--- src/rtl/cordic_tanh_sched_if.sv ---
// Requester and result-consumer bus of the shared cordic_tanh scheduler.
// The scheduler uses the slave modport; the requesters and the consumer use master.
interface cordic_tanh_sched_if #(
    parameter int WI   = 8,
    parameter int WF   = 16,
    parameter int NREQ = 4,
    parameter int WR   = 2
);
    localparam int W = WI + WF;

    logic [NREQ-1:0]   iReq;
    logic [NREQ*W-1:0] iXArr;
    logic [NREQ*W-1:0] iYArr;
    logic [NREQ*W-1:0] iZArr;
    logic [NREQ-1:0]   oGnt;
    logic              oValid;
    logic              iReady;
    logic [WR-1:0]     oTag;
    logic [W-1:0]      oX;
    logic [W-1:0]      oY;
    logic [W-1:0]      oZ;
    logic              oErr;

    modport slave (
        input  iReq, iXArr, iYArr, iZArr, iReady,
        output oGnt, oValid, oTag, oX, oY, oZ, oErr
    );

    modport master (
        output iReq, iXArr, iYArr, iZArr, iReady,
        input  oGnt, oValid, oTag, oX, oY, oZ, oErr
    );
endinterface

--- src/rtl/cordic_tanh_sched.sv ---
// Round-robin scheduler sharing one cordic_tanh core among NREQ requesters.
// Define CORDIC_SCHED_TIMEOUT_EN to build the RUN-state watchdog (oErr aborts).
module cordic_tanh_sched #(
    parameter int WI      = 8,
    parameter int WF      = 16,
    parameter int NREQ    = 4,
    parameter int WR      = 2,
    parameter int TIMEOUT = 63
) (
    input  logic                iClk,
    input  logic                iRst,
    cordic_tanh_sched_if.slave  bus,
    output logic                oBusy,
    output logic                oCoreRst,
    output logic                oCoreStart,
    output logic [WI+WF-1:0]    oCoreX,
    output logic [WI+WF-1:0]    oCoreY,
    output logic [WI+WF-1:0]    oCoreZ,
    input  logic [WI+WF-1:0]    iCoreX,
    input  logic [WI+WF-1:0]    iCoreY,
    input  logic [WI+WF-1:0]    iCoreZ,
    input  logic                iCoreDone
);
    localparam int W = WI + WF;

    typedef enum logic [2:0] {
        S_IDLE,
        S_CLR,
        S_LAUNCH,
        S_RUN,
        S_OUT
    } state_t;

    state_t          state_q, state_d;
    logic [WR-1:0]   ptr_q;
    logic [WR-1:0]   tag_q;
    logic [W-1:0]    arg_x_q, arg_y_q, arg_z_q;
    logic [W-1:0]    res_x_q, res_y_q, res_z_q;
    logic            valid_q;
    logic            core_rst_q;
    logic            start_q;

    logic [W-1:0]    lane_x [NREQ];
    logic [W-1:0]    lane_y [NREQ];
    logic [W-1:0]    lane_z [NREQ];
    logic [WR:0]     cand_sum [NREQ];
    logic [WR-1:0]   cand_idx [NREQ];
    logic [NREQ-1:0] cand_req;
    logic [NREQ-1:0] gnt_vec;
    logic            pick_any;
    logic [WR-1:0]   pick_idx;
    logic [WR-1:0]   ptr_next;
    logic            grant_fire;
    logic            done_fire;
    logic            wd_expire;
    logic            xfer;

    // Candidate k is the requester k places after the pointer, wrapped modulo NREQ.
    for (genvar gi = 0; gi < NREQ; gi++) begin : g_lane
        assign lane_x[gi]   = bus.iXArr[gi*W +: W];
        assign lane_y[gi]   = bus.iYArr[gi*W +: W];
        assign lane_z[gi]   = bus.iZArr[gi*W +: W];
        assign cand_sum[gi] = {1'b0, ptr_q} + (WR+1)'(gi);
        assign cand_idx[gi] = (cand_sum[gi] >= (WR+1)'(NREQ))
                            ? WR'(cand_sum[gi] - (WR+1)'(NREQ))
                            : cand_sum[gi][WR-1:0];
        assign cand_req[gi] = bus.iReq[cand_idx[gi]];
        assign gnt_vec[gi]  = grant_fire && (pick_idx == WR'(gi));
    end

    always_comb begin
        pick_any = 1'b0;
        pick_idx = '0;
        for (int i = NREQ - 1; i >= 0; i--) begin
            if (cand_req[i]) begin
                pick_any = 1'b1;
                pick_idx = cand_idx[i];
            end
        end
    end

    assign ptr_next   = (pick_idx == WR'(NREQ - 1)) ? '0 : pick_idx + WR'(1);
    assign grant_fire = (state_q == S_IDLE) && pick_any;
    assign done_fire  = (state_q == S_RUN) && iCoreDone;
    assign xfer       = (state_q == S_OUT) && valid_q && bus.iReady;

`ifdef CORDIC_SCHED_TIMEOUT_EN
    localparam int WDW = $clog2(TIMEOUT + 1);

    logic [WDW-1:0] wd_q;
    logic           err_q;

    assign wd_expire = (state_q == S_RUN) && !iCoreDone && (wd_q == WDW'(TIMEOUT - 1));

    always_ff @(posedge iClk or posedge iRst) begin
        if (iRst) begin
            wd_q  <= '0;
            err_q <= 1'b0;
        end else begin
            if (state_q == S_LAUNCH) begin
                wd_q <= '0;
            end else if (state_q == S_RUN) begin
                wd_q <= wd_q + WDW'(1);
            end
            if (done_fire) begin
                err_q <= 1'b0;
            end else if (wd_expire) begin
                err_q <= 1'b1;
            end
        end
    end

    assign bus.oErr = err_q;
`else
    // No watchdog hardware; RUN waits for the core indefinitely.
    if (TIMEOUT > 0) begin : g_no_watchdog
    end
    assign wd_expire = 1'b0;
    assign bus.oErr  = 1'b0;
`endif

    always_comb begin
        state_d = state_q;
        case (state_q)
            S_IDLE:   if (pick_any) state_d = S_CLR;
            S_CLR:    state_d = S_LAUNCH;
            S_LAUNCH: state_d = S_RUN;
            S_RUN:    if (done_fire || wd_expire) state_d = S_OUT;
            S_OUT:    if (xfer) state_d = S_IDLE;
            default:  state_d = S_IDLE;
        endcase
    end

    // Core reset and start are decoded from the next state so each is a clean flop output.
    always_ff @(posedge iClk or posedge iRst) begin
        if (iRst) begin
            state_q    <= S_IDLE;
            ptr_q      <= '0;
            tag_q      <= '0;
            arg_x_q    <= '0;
            arg_y_q    <= '0;
            arg_z_q    <= '0;
            res_x_q    <= '0;
            res_y_q    <= '0;
            res_z_q    <= '0;
            valid_q    <= 1'b0;
            core_rst_q <= 1'b0;
            start_q    <= 1'b0;
        end else begin
            state_q    <= state_d;
            core_rst_q <= (state_d == S_CLR);
            start_q    <= (state_d == S_LAUNCH);
            if (grant_fire) begin
                arg_x_q <= lane_x[pick_idx];
                arg_y_q <= lane_y[pick_idx];
                arg_z_q <= lane_z[pick_idx];
                tag_q   <= pick_idx;
                ptr_q   <= ptr_next;
            end
            if (done_fire) begin
                res_x_q <= iCoreX;
                res_y_q <= iCoreY;
                res_z_q <= iCoreZ;
                valid_q <= 1'b1;
            end else if (wd_expire) begin
                res_x_q <= '0;
                res_y_q <= '0;
                res_z_q <= '0;
                valid_q <= 1'b1;
            end else if (xfer) begin
                valid_q <= 1'b0;
            end
        end
    end

    assign bus.oGnt   = gnt_vec;
    assign bus.oValid = valid_q;
    assign bus.oTag   = tag_q;
    assign bus.oX     = res_x_q;
    assign bus.oY     = res_y_q;
    assign bus.oZ     = res_z_q;

    assign oBusy      = (state_q != S_IDLE);
    assign oCoreRst   = iRst | core_rst_q;
    assign oCoreStart = start_q;
    assign oCoreX     = arg_x_q;
    assign oCoreY     = arg_y_q;
    assign oCoreZ     = arg_z_q;
endmodule
--- src/flat_wrapper.sv ---
// flat-port wrapper written by rule: the top's interface ports become plain ports
module cordic_tanh_sched_flat 
#(
    parameter int WI      = 8,
    parameter int WF      = 16,
    parameter int NREQ    = 4,
    parameter int WR      = 2,
    parameter int TIMEOUT = 63
)
  (iClk, iRst, oBusy, oCoreRst, oCoreStart, oCoreX, oCoreY, oCoreZ, iCoreX, iCoreY, iCoreZ, iCoreDone, bus_iReq, bus_iXArr, bus_iYArr, bus_iZArr, bus_iReady, bus_oGnt, bus_oValid, bus_oTag, bus_oX, bus_oY, bus_oZ, bus_oErr);
  cordic_tanh_sched_if #(.WI(WI), .WF(WF), .NREQ(NREQ), .WR(WR)) bus_i ();
  input  logic iClk;
  input  logic iRst;
  output logic oBusy;
  output logic oCoreRst;
  output logic oCoreStart;
  output logic [WI+WF-1:0] oCoreX;
  output logic [WI+WF-1:0] oCoreY;
  output logic [WI+WF-1:0] oCoreZ;
  input  logic [WI+WF-1:0] iCoreX;
  input  logic [WI+WF-1:0] iCoreY;
  input  logic [WI+WF-1:0] iCoreZ;
  input  logic iCoreDone;
  input wire logic [$bits(bus_i.iReq)-1:0] bus_iReq;
  input wire logic [$bits(bus_i.iXArr)-1:0] bus_iXArr;
  input wire logic [$bits(bus_i.iYArr)-1:0] bus_iYArr;
  input wire logic [$bits(bus_i.iZArr)-1:0] bus_iZArr;
  input wire logic [$bits(bus_i.iReady)-1:0] bus_iReady;
  output wire logic [$bits(bus_i.oGnt)-1:0] bus_oGnt;
  output wire logic [$bits(bus_i.oValid)-1:0] bus_oValid;
  output wire logic [$bits(bus_i.oTag)-1:0] bus_oTag;
  output wire logic [$bits(bus_i.oX)-1:0] bus_oX;
  output wire logic [$bits(bus_i.oY)-1:0] bus_oY;
  output wire logic [$bits(bus_i.oZ)-1:0] bus_oZ;
  output wire logic [$bits(bus_i.oErr)-1:0] bus_oErr;
  assign bus_i.iReq = bus_iReq;
  assign bus_i.iXArr = bus_iXArr;
  assign bus_i.iYArr = bus_iYArr;
  assign bus_i.iZArr = bus_iZArr;
  assign bus_i.iReady = bus_iReady;
  assign bus_oGnt = bus_i.oGnt;
  assign bus_oValid = bus_i.oValid;
  assign bus_oTag = bus_i.oTag;
  assign bus_oX = bus_i.oX;
  assign bus_oY = bus_i.oY;
  assign bus_oZ = bus_i.oZ;
  assign bus_oErr = bus_i.oErr;
  cordic_tanh_sched #(.WI(WI), .WF(WF), .NREQ(NREQ), .WR(WR), .TIMEOUT(TIMEOUT)) u_core (.iClk(iClk), .iRst(iRst), .bus(bus_i), .oBusy(oBusy), .oCoreRst(oCoreRst), .oCoreStart(oCoreStart), .oCoreX(oCoreX), .oCoreY(oCoreY), .oCoreZ(oCoreZ), .iCoreX(iCoreX), .iCoreY(iCoreY), .iCoreZ(iCoreZ), .iCoreDone(iCoreDone));
endmodule
--- config.mk ---
export PLATFORM = sky130hd
export DESIGN_NAME = cordic_tanh_sched_flat
export DESIGN_NICKNAME = d
export VERILOG_FILES = /design/src/rtl/cordic_tanh_sched_if.sv /design/src/rtl/cordic_tanh_sched.sv /design/src/flat_wrapper.sv
export SDC_FILE = /design/constraint.sdc
export NUM_CORES = 1
export LEC_CHECK = 0
export CAP_MARGIN = 20
export CORE_AREA = 3 3 203 205
export DETAILED_ROUTE_END_ITERATION = 7
export DIE_AREA = 0 0 206 208
export PLACE_DENSITY = 0.49
export SYNTH_ARGS = -nofsm -noshare
export SYNTH_HDL_FRONTEND = slang
export SYNTH_SLANG_ARGS = --single-unit
--- constraint.sdc ---
create_clock -name iClk -period 7.59 [get_ports iClk]
set_input_delay 1.8975 -clock iClk [delete_from_list [all_inputs] [get_ports iClk]]
set_output_delay 1.8975 -clock iClk [all_outputs]
set_load 0.02 [all_outputs]
Yosys cells after proc, flatten, opt, wreduce, memory -nomap -nowiden
Index checks and enable logic that the tools add are counted.

cells by class
  add/subtract/negate cells = 8
  order comparisons = 9
  equality and inequality tests = 9
  muxes and demuxes = 36
  bitwise logic cells = 2
  reductions and logical operators = 12

operator list
  kind                                                                number
  binary-select mux 24 bit (select 2 bit)                             3
  2-to-1 mux 24 bit                                                   6
  2-to-1 mux 2 bit                                                    9
  case mux 3 bit (5 select lines)                                     1
  greater-or-equal comparator 3 bit (second input constant)           4
  < comparator 2 x 3 -> 1 bit (second input constant)                 4
  2-to-1 mux 1 bit                                                    10
  == test 3 x 2 -> 1 bit (second input constant)                      3
  2-to-1 mux 3 bit                                                    3
  binary-select mux 1 bit (select 2 bit)                              4
  logical AND 1 bit                                                   8
  subtractor 2 x 1 -> 2 bit (second input constant)                   4
  adder 2 x 2 -> 3 bit (second input constant)                        2
  == test 3 x 1 -> 1 bit (second input constant)                      2
  == test 2 bit (second input constant)                               2
  adder 2 x 1 -> 3 bit (second input constant)                        1
  == test 3 bit (second input constant)                               1
  greater-or-equal comparator 2 x 3 -> 1 bit (second input constant)  1
  zero test 3 bit                                                     1
  inverter 2 -> 3 bit                                                 1
  nonzero test 3 bit                                                  1
  adder 2 x 1 -> 2 bit (second input constant)                        1
  == test 2 x 1 -> 1 bit (second input constant)                      1
  zero test 2 bit                                                     1
  2 further kinds                                                     2

storage, ports and cells
  bits in registers = 154
  input bits = 368
  output and inout port bits = 155
  logic and storage cells = 88

Longest topological paths before layout
Gate-level depths: netlist of run 1.

  depth after elaboration = 13
  depth in mapped cells = 8
  mapped depth without buffers = 6

Worst setup path before layout of run 1
Ideal clock, no wire load.

  path kind = input-to-output
  start point = in bus_iReq[1]
  end point = out bus_oGnt[1]
  arrival = 3.160 ns
  required time = 5.693 ns
  slack = 2.533 ns
  stages = 6
  path buffers = 2
  path through = a21boi_0 -> o221a_2 -> buf_2 -> buf_1 -> ha_1 -> and3_1

on the way
  word-level cells in the longest chain between the ends = 8
  elaborated cells on any way between the ends = 19
  those cells by class = 1 x eq/ne; 16 x mux; 2 x reduce/logical

RTL lines
  item                                    RTL line                 source
  start, declared                         flat_wrapper.sv:24       input wire logic [$bits(bus_i.iReq)-1:0] bus_iReq;
  binary-select mux 1 bit (select 2 bit)  cordic_tanh_sched.sv:67  assign cand_req[gi] = bus.iReq[cand_idx[gi]];
  2-to-1 mux 1 bit (not written as such)  cordic_tanh_sched.sv:67
  2-to-1 mux 2 bit (3 in series)          cordic_tanh_sched.sv:75  if (cand_req[i]) begin
  2-to-1 mux 2 bit *                      cordic_tanh_sched.sv:75
  net u_core.pick_idx[0]                  cordic_tanh_sched.sv:51  logic [WR-1:0] pick_idx;
  == test 2 x 1 -> 1 bit *                cordic_tanh_sched.sv:68  assign gnt_vec[gi] = grant_fire && (pick_idx == WR'(gi));
  logical AND 1 bit *                     cordic_tanh_sched.sv:68
  end, declared                           flat_wrapper.sv:29       output wire logic [$bits(bus_i.oGnt)-1:0] bus_oGnt;

Mark *: on every way through the listed nets, which the timed path passes. The rest lies on a longest branch. The select of a mux whose other input is x is not followed.

Final worst setup path of run 1
  start point = in bus_iReq[1]
  end point = out bus_oGnt[0]

on the way
  word-level cells in the longest chain between the ends = 8
  elaborated cells on any way between the ends = 19
  those cells by class = 16 x mux; 3 x reduce/logical

RTL lines
  item                                                                RTL line
  binary-select mux 1 bit (select 2 bit)                              cordic_tanh_sched.sv:67
  2-to-1 mux 1 bit (not written as such)                              cordic_tanh_sched.sv:67
  2-to-1 mux 2 bit or 2-to-1 mux 1 bit (tied branches) (4 in series)  cordic_tanh_sched.sv:75
  zero test 2 bit or logical AND 1 bit (tied branches)                cordic_tanh_sched.sv:68, cordic_tanh_sched.sv:83
  logical AND 1 bit *                                                 cordic_tanh_sched.sv:68

Every way passes the cells marked *; elsewhere a longest branch is shown, timed or not. The select of a mux whose other input is x is not followed.

==> impl_results.md, run 1 <==
- Largest net degree at the start of global routing: 82
- Global route overflow: 0
- Detailed Route Iter0 Violations: 370
- Synth unique cells: 36
- Worst-Margin Slew: 977 ps
- Worst hold path stage count: 1
- Crit-path leading delay family: buffers and inverters
- Clk slew on worst S/H paths: 70 ps
- Commonest non-fill, non-tap cell in the layout: clkdlybuf4s50_1
- Max-cap violations: 0
- Tot GR Track Use: 17.2%
- CP max-delay cell: o221a_4
- Largest family of logic cells by synthesized area: compound AO/OA/AOI/OAI gates
- Clock sink total: 154
- Syn nets: 1225
- Starting Density: 19.8%
- Synth Area per Inst: 9.20 um^2
- Final Hold Fails: 0
- R2R depth: 7
- Num rows: 73
- Fillers: 4098
- Leakage: 6.15 nW
- Overall Power: 5.07 mW
- Post-DP HPWL: 28.1 mm
- Mux contribution to synthesized area: 10.5%
- Final Net Count: 1708
- VDD IR max: 265 uV
- Area share of the largest cell type after synthesis: 49.1%
- Area of the multi-input gates: 3590 um^2
- Vias: 8092
- Max Clock Skew: 14.9 ps
- # H-tree levels: 4
- Max Clk Rate: 160 MHz
- Routability cong.: 0.820
- First-pass GRT wire length: 54.8 mm
- Crit Path Max Fanout: 38
- Worst-case clock buffer depth: 2
- CTS tree: yes
- Port bufs: 521
- Slew HR: 34.8%
- Worst path required time: 5690 ps
- R2R Path End: u_core.oCoreY[18]
- Fin crit period: 6240 ps
- Post-Synth Simple-Gate Area: 16.3%
- FFs w/ async S/R, synth: 100%
- Status: complete, no violations
- Total I/O pin count: 523
- Crit share post-route: 82.2%
- DRC viols: 0
- Reg-to-Reg Start: u_core.ptr_q[1]
- Core area: 39600 um^2
- Most area-consuming cells after synthesis: dfrtp_1 49%, nand2_1 14%, mux2_2 10%
- Max-slew violation count: 0
- Hold path startpoint: u_core.bus.oTag[0]
- Cell taking the most area after synthesis: dfrtp_1
- Worst path arrival time: 4340 ps
- Area growth syn-to-layout: 78.4%
- Flop2flop setup slack: 4380 ps
- Synth Area in Compound Gates: 18.2%
- Post-Synth XOR/XNOR Area: 0%
- Ratio of cells with drive above 1 in the final layout: 8.83%
- Critical Path Source Type: primary input
- Pwr dens: 362 nW/um^2
- Crit-path cells: clkdlybuf4s50_1 -> a21boi_0 -> o221a_4 -> inv_4 -> ha_1 -> and3_1 -> clkdlybuf4s50_1
- CTS resizes: 0
- Sequential area share after synthesis: 49.1%
- Critical path buffer and inverter count: 3
- Most common cell on crit path: clkdlybuf4s50_1
- Hold WC Path Type: flip-flop to flip-flop
- Endpoints failing setup: 0
- Unrepaired setup endpoints after global routing: false
- # hold bufs at CTS: 0
- Vias per cell: 4.32
- Synth Area in Adders: 0.638%
- Slowest stage delay, CP: 580 ps
- Yosys warns: 0
- EDFF count, synth: 0
- Clk_lat worst skew: 440 ps
- Worst Hold Path EP: u_core.bus.oTag[0]
- Final ANT Viol Nets: 0
- Die Span X: 206 um
- Drt total wl: 38.3 mm
- Die area: 42800 um^2
- Initial antenna violation count: 2
- Cells after Synth: 853
- CTS Buf Count: 17
- Stages on the worst setup path: 7
- Register area: 3850 um^2
- Initial DRT Pass Iterations: 4
- Crit. End Element: primary output
- Clk Tree Root Cell: clkbuf_16
- Number of synthesized register bits: 154
- Routed WL per cell: 20.4 um
- Commonest cells after routing, fill and taps aside: 521 x clkdlybuf4s50_1, 299 x nand2_1, 154 x dfrtp_1
- Fin Setup TNS: 0 ps
- Mapped cell area: 7840 um^2
- Critical path type: primary input to primary output
- Crit path from: bus_iReq[1]
- Die H: 208 um
- Post-CTS setup repair buffer count: 0
- Synth Flop Type: dfrtp_1
- Vias in the first global route: 8453
## report_power, final
part | switching, mW | total [mW] | internal (mW) | leakage, nW
logic | 1.45 | 2.76 | 1.31 | 4.00
registers | 0.233 | 1.45 | 1.22 | 1.88
clock network | 0.369 | 0.860 | 0.491 | 0.269
## synthesized netlist by cell type, drive strengths merged (3+ instances only)
| cell | count |
|---|---|
| nand2 | 300 |
| dfrtp | 154 |
| a21oi | 146 |
| a211o | 72 |
| mux2 | 72 |
| buf | 49 |
| clkbuf | 18 |
| inv | 6 |
| and3 | 5 |
| ha | 4 |
| nor2 | 3 |
## sequential cells by signal (all words and copies together) (netlist names)
signal,cells
u_core.oCoreX,24
u_core.oCoreZ,24
u_core.bus.oTag,2
u_core.oCoreY,24
u_core.bus.oX,24
u_core.bus.oZ,24
u_core.state_q,3
u_core.bus.oValid,1
u_core.oCoreStart,1
u_core.core_rst_q,1
u_core.bus.oY,24
u_core.ptr_q,2
## per-layer routing
metal | wire, um | track usage [%] | vias up
met1 | 14400 | 18.7 | 3843
met4 | 664 | 4.10 | 2
met5 | 13 | 0 | -
li1 | - | - | 3873
met2 | 18800 | 29.7 | 349
met3 | 4370 | 8.53 | 25
## worst max path at each step
| stage | to | slack [ps] |
|---|---|---|
| 2_1_floorplan | u_core.bus.oTag[0] | 1540 |
| 3_3_place_gp | bus_oGnt[2] | 1320 |
| 3_5_place_dp | bus_oGnt[0] | 1290 |
| 4_1_cts | bus_oGnt[0] | 1280 |
| 5_1_grt | bus_oGnt[0] | 1190 |
| 6_report | bus_oGnt[0] | 1350 |
## layout make-up
| class | count | share of cell area [%] |
|---|---|---|
| clock inverters | 10 | 0.850 |
| diodes | 1 | 0.0179 |
| repair buffers | 531 | 37.8 |
| flip-flops and latches | 154 | 27.5 |
| inverters | 6 | 0.215 |
| well taps | 525 | 4.70 |
| clock buffers | 20 | 3.19 |
| multi-input cells | 626 | 25.7 |
## worst reg2reg max path, delay by kind of cell (launching register included)
family / cells / cell delay (ps)
buffers and inverters: 2 / 1290
multiplexers: 1 / 260
AND/OR/NAND/NOR: 1 / 130
flip-flops: 1 / 450
AO/OA/AOI/OAI: 3 / 1010
## through the flow
stage	util [%]	instances	worst slack [ps]	cell area (um^2)	hold WS, ps
floorplan	-	853	1540	7840	528
global placement	33.9	1842	1320	13400	462
detailed placement	33.9	1842	1290	13400	470
CTS	35.3	1872	1280	14000	486
global route	35.3	1873	1190	14000	489
finish	35.3	1873	1350	14000	482
## kinds of logic after synthesis
family	Yosys count
other	1
AOI/OAI and AO/OA	227
and+or+nand+nor	321
buffers and inverters	73
adders and majority gates	4
DFF	154
muxes	73
(Power assumes the default switching activity.)
==> run 2: changes to the inputs <==
==> constraint.sdc (replaced) <==
create_clock -name iClk -period 6.4 [get_ports iClk]
set_input_delay 1.6 -clock iClk [delete_from_list [all_inputs] [get_ports iClk]]
set_output_delay 1.6 -clock iClk [all_outputs]
set_load 0.02 [all_outputs]
==> impl_results.md, run 2 (same netlist as run 1, synthesis figures left out) <==
- Fin Setup TNS: 0 ps (unchanged)
- # hold bufs at CTS: 0 (unchanged)
- Initial DRT Pass Iterations: 5 (+1)
- Crit share post-route: 87.4%
- Clk_lat worst skew: 440 ps (about the same)
- # H-tree levels: 4 (unchanged)
- Internal Pwr Total: 3.64 mW (+20%)
- Core area: 39600 um^2 (unchanged)
- Pwr dens: 433 nW/um^2 (+20%)
- Die Span X: 206 um (unchanged)
- Post-CTS setup repair buffer count: 0 (unchanged)
- Fillers: 4092 (-0.15%)
- Vias in the first global route: 8439 (-0.17%)
- Area growth syn-to-layout: 79.1%
- Critical Path Sink: bus_oGnt[1]
- Initial antenna violation count: 2 (unchanged)
- Routability cong.: 0.841 (+2.5%)
- Hold WC Path Type: flip-flop to flip-flop
- Clk slew on worst S/H paths: 60 ps (about the same)
- R2R Path End: u_core.oCoreY[18]
- Fin crit period: 5600 ps
- Commonest cells after routing, fill and taps aside: 521 x clkdlybuf4s50_1, 299 x nand2_1, 154 x dfrtp_1
- Finished Layout Cells: 1877 (+0.21%)
- Net Sw Frac: 40.3% (-0.14 points)
- Port bufs: 521 (unchanged)
- CTS tree: yes
- Num rows: 73 (unchanged)
- Die area: 42800 um^2 (unchanged)
- Largest net degree at the start of global routing: 102 (+24%)
- Ratio of cells with drive above 1 in the final layout: 9.10% (+0.27 points)
- DRC viols: 0 (unchanged)
- First-pass GRT wire length: 54.8 mm (about the same)
- Combinational share of power: 53.8% (-0.6 points)
- Vias per cell: 4.32 (about the same)
- Max-cap violations: 0 (unchanged)
- Reg-to-Reg Start: u_core.ptr_q[1]
- Status: complete, no violations
- Sequential power share: 28.3% (-0.4 points)
- Commonest non-fill, non-tap cell in the layout: clkdlybuf4s50_1
- Final Hold Fails: 0 (unchanged)
- Worst-Margin Slew: 1070 ps (+88.4 ps)
- Post-DP HPWL: 28.3 mm (+0.73%)
- Global route overflow: 0 (unchanged)
- Crit Path Max Fanout: 38 (unchanged)
- Clock network power share: 17.8% (+0.8 points)
- Drt total wl: 38.4 mm (+0.36%)
- Critical path type: primary input to primary output
- Clk Tree Root Cell: clkbuf_16
- Crit path from: bus_iReq[1]
- CTS resizes: 0 (unchanged)
- R2R depth: 7 (unchanged)
- Starting Density: 19.8% (unchanged)
- Die H: 208 um (unchanged)
- Endpoints failing setup: 0 (unchanged)
- Worst-case clock buffer depth: 2 (unchanged)
- Max Clk Rate: 179 MHz
- Crit. End Element: primary output
- Detailed Route Iter0 Violations: 484 (+31%)
- Worst path arrival time: 4000 ps (-340 ps)
- Slew HR: 29.0% (-5.9 points)
- VDD IR max: 295 uV (+11%)
- Flop2flop setup slack: 3230 ps (-1150 ps)
- Leakage: 6.18 nW (+0.45%)
- Total I/O pin count: 523 (unchanged)
- Final ANT Viol Nets: 0 (unchanged)
- Vias: 8112 (+0.25%)
- CTS Buf Count: 17 (unchanged)
- Tot GR Track Use: 17.1% (-0.062 points)
- Unrepaired setup endpoints after global routing: false
- Max-slew violation count: 0 (unchanged)
- Routed WL per cell: 20.5 um (+0.14%)
- Critical Path Source Type: primary input
- Final Net Count: 1710 (+0.12%)
- NetSw: 2.45 mW (+20%)
- Placed cells: 1844 (+0.11%)
- Worst path required time: 4800 ps (-890 ps)
- Max Clock Skew: 4.66 ps (-10.2 ps)
- Clock sink total: 154 (unchanged)
## run 2: worst min-delay path by stage
stage | slack, ps | to | startpoint | depth (start not counted)
6_report | 490 | u_core.bus.oTag[0] | u_core.bus.oTag[0] | 1
3_5_place_dp | 470 | u_core.bus.oTag[1] | u_core.bus.oTag[1] | 2
4_1_cts | 490 | u_core.oCoreX[17] | u_core.oCoreX[17] | 1
5_1_grt | 500 | u_core.oCoreX[0] | u_core.oCoreX[0] | 1
3_3_place_gp | 460 | u_core.bus.oTag[1] | u_core.bus.oTag[1] | 2
2_1_floorplan | 530 | u_core.ptr_q[0] | u_core.ptr_q[0] | 2
## run 2: layout make-up
cell class	count	area [um^2]	share of cell area, %
antenna	1	2.50	0.0178
tap	525	657	4.68
timing repair buffer	533	5310	37.8
clock inverter	12	161	1.15
clock buffer	20	447	3.18
sequential	154	3850	27.4
multi-input combinational	626	3590	25.6
inverter	6	30.0	0.214
## run 2: critical path, stage by stage
cell and delay (ps):
clkdlybuf4s50_1 540, a21boi_0 260, o221a_4 610, ha_1 230
and3_1 140, clkdlybuf4s50_1 610
## run 2: through the flow
step | setup WS (ps) | cell area, um^2 | util [%] | total power, mW | hold slack, ps
final | 805 | 14000 | 35.4 | 6.09 | 487
after detailed placement | 789 | 13400 | 33.9 | 5.06 | 472
after global routing | 670 | 14000 | 35.4 | 6.45 | 497
after global placement | 799 | 13400 | 33.9 | 5.05 | 460
after CTS | 779 | 14000 | 35.4 | 6.20 | 490
after floorplan | 650 | 7840 | - | 3.45 | 528
## run 2: layer usage
layer  track usage, %  up-vias  share of wire [%]
met4             5.52        2                2.4
met3             8.06       36                 12
met2             29.5      371                 48
li1                 -     3878                  -
met5                0        -              0.034
met1             18.4     3825                 38
## run 2: power groups by stage
stage | registers [mW] | logic, mW | clock network, mW
2_1_floorplan | 2.24 | 1.22 | 0
3_3_place_gp | 1.72 | 3.33 | 0
3_5_place_dp | 1.73 | 3.32 | 0
4_1_cts | 1.73 | 3.35 | 1.13
5_1_grt | 1.78 | 3.50 | 1.16
6_report | 1.72 | 3.28 | 1.09
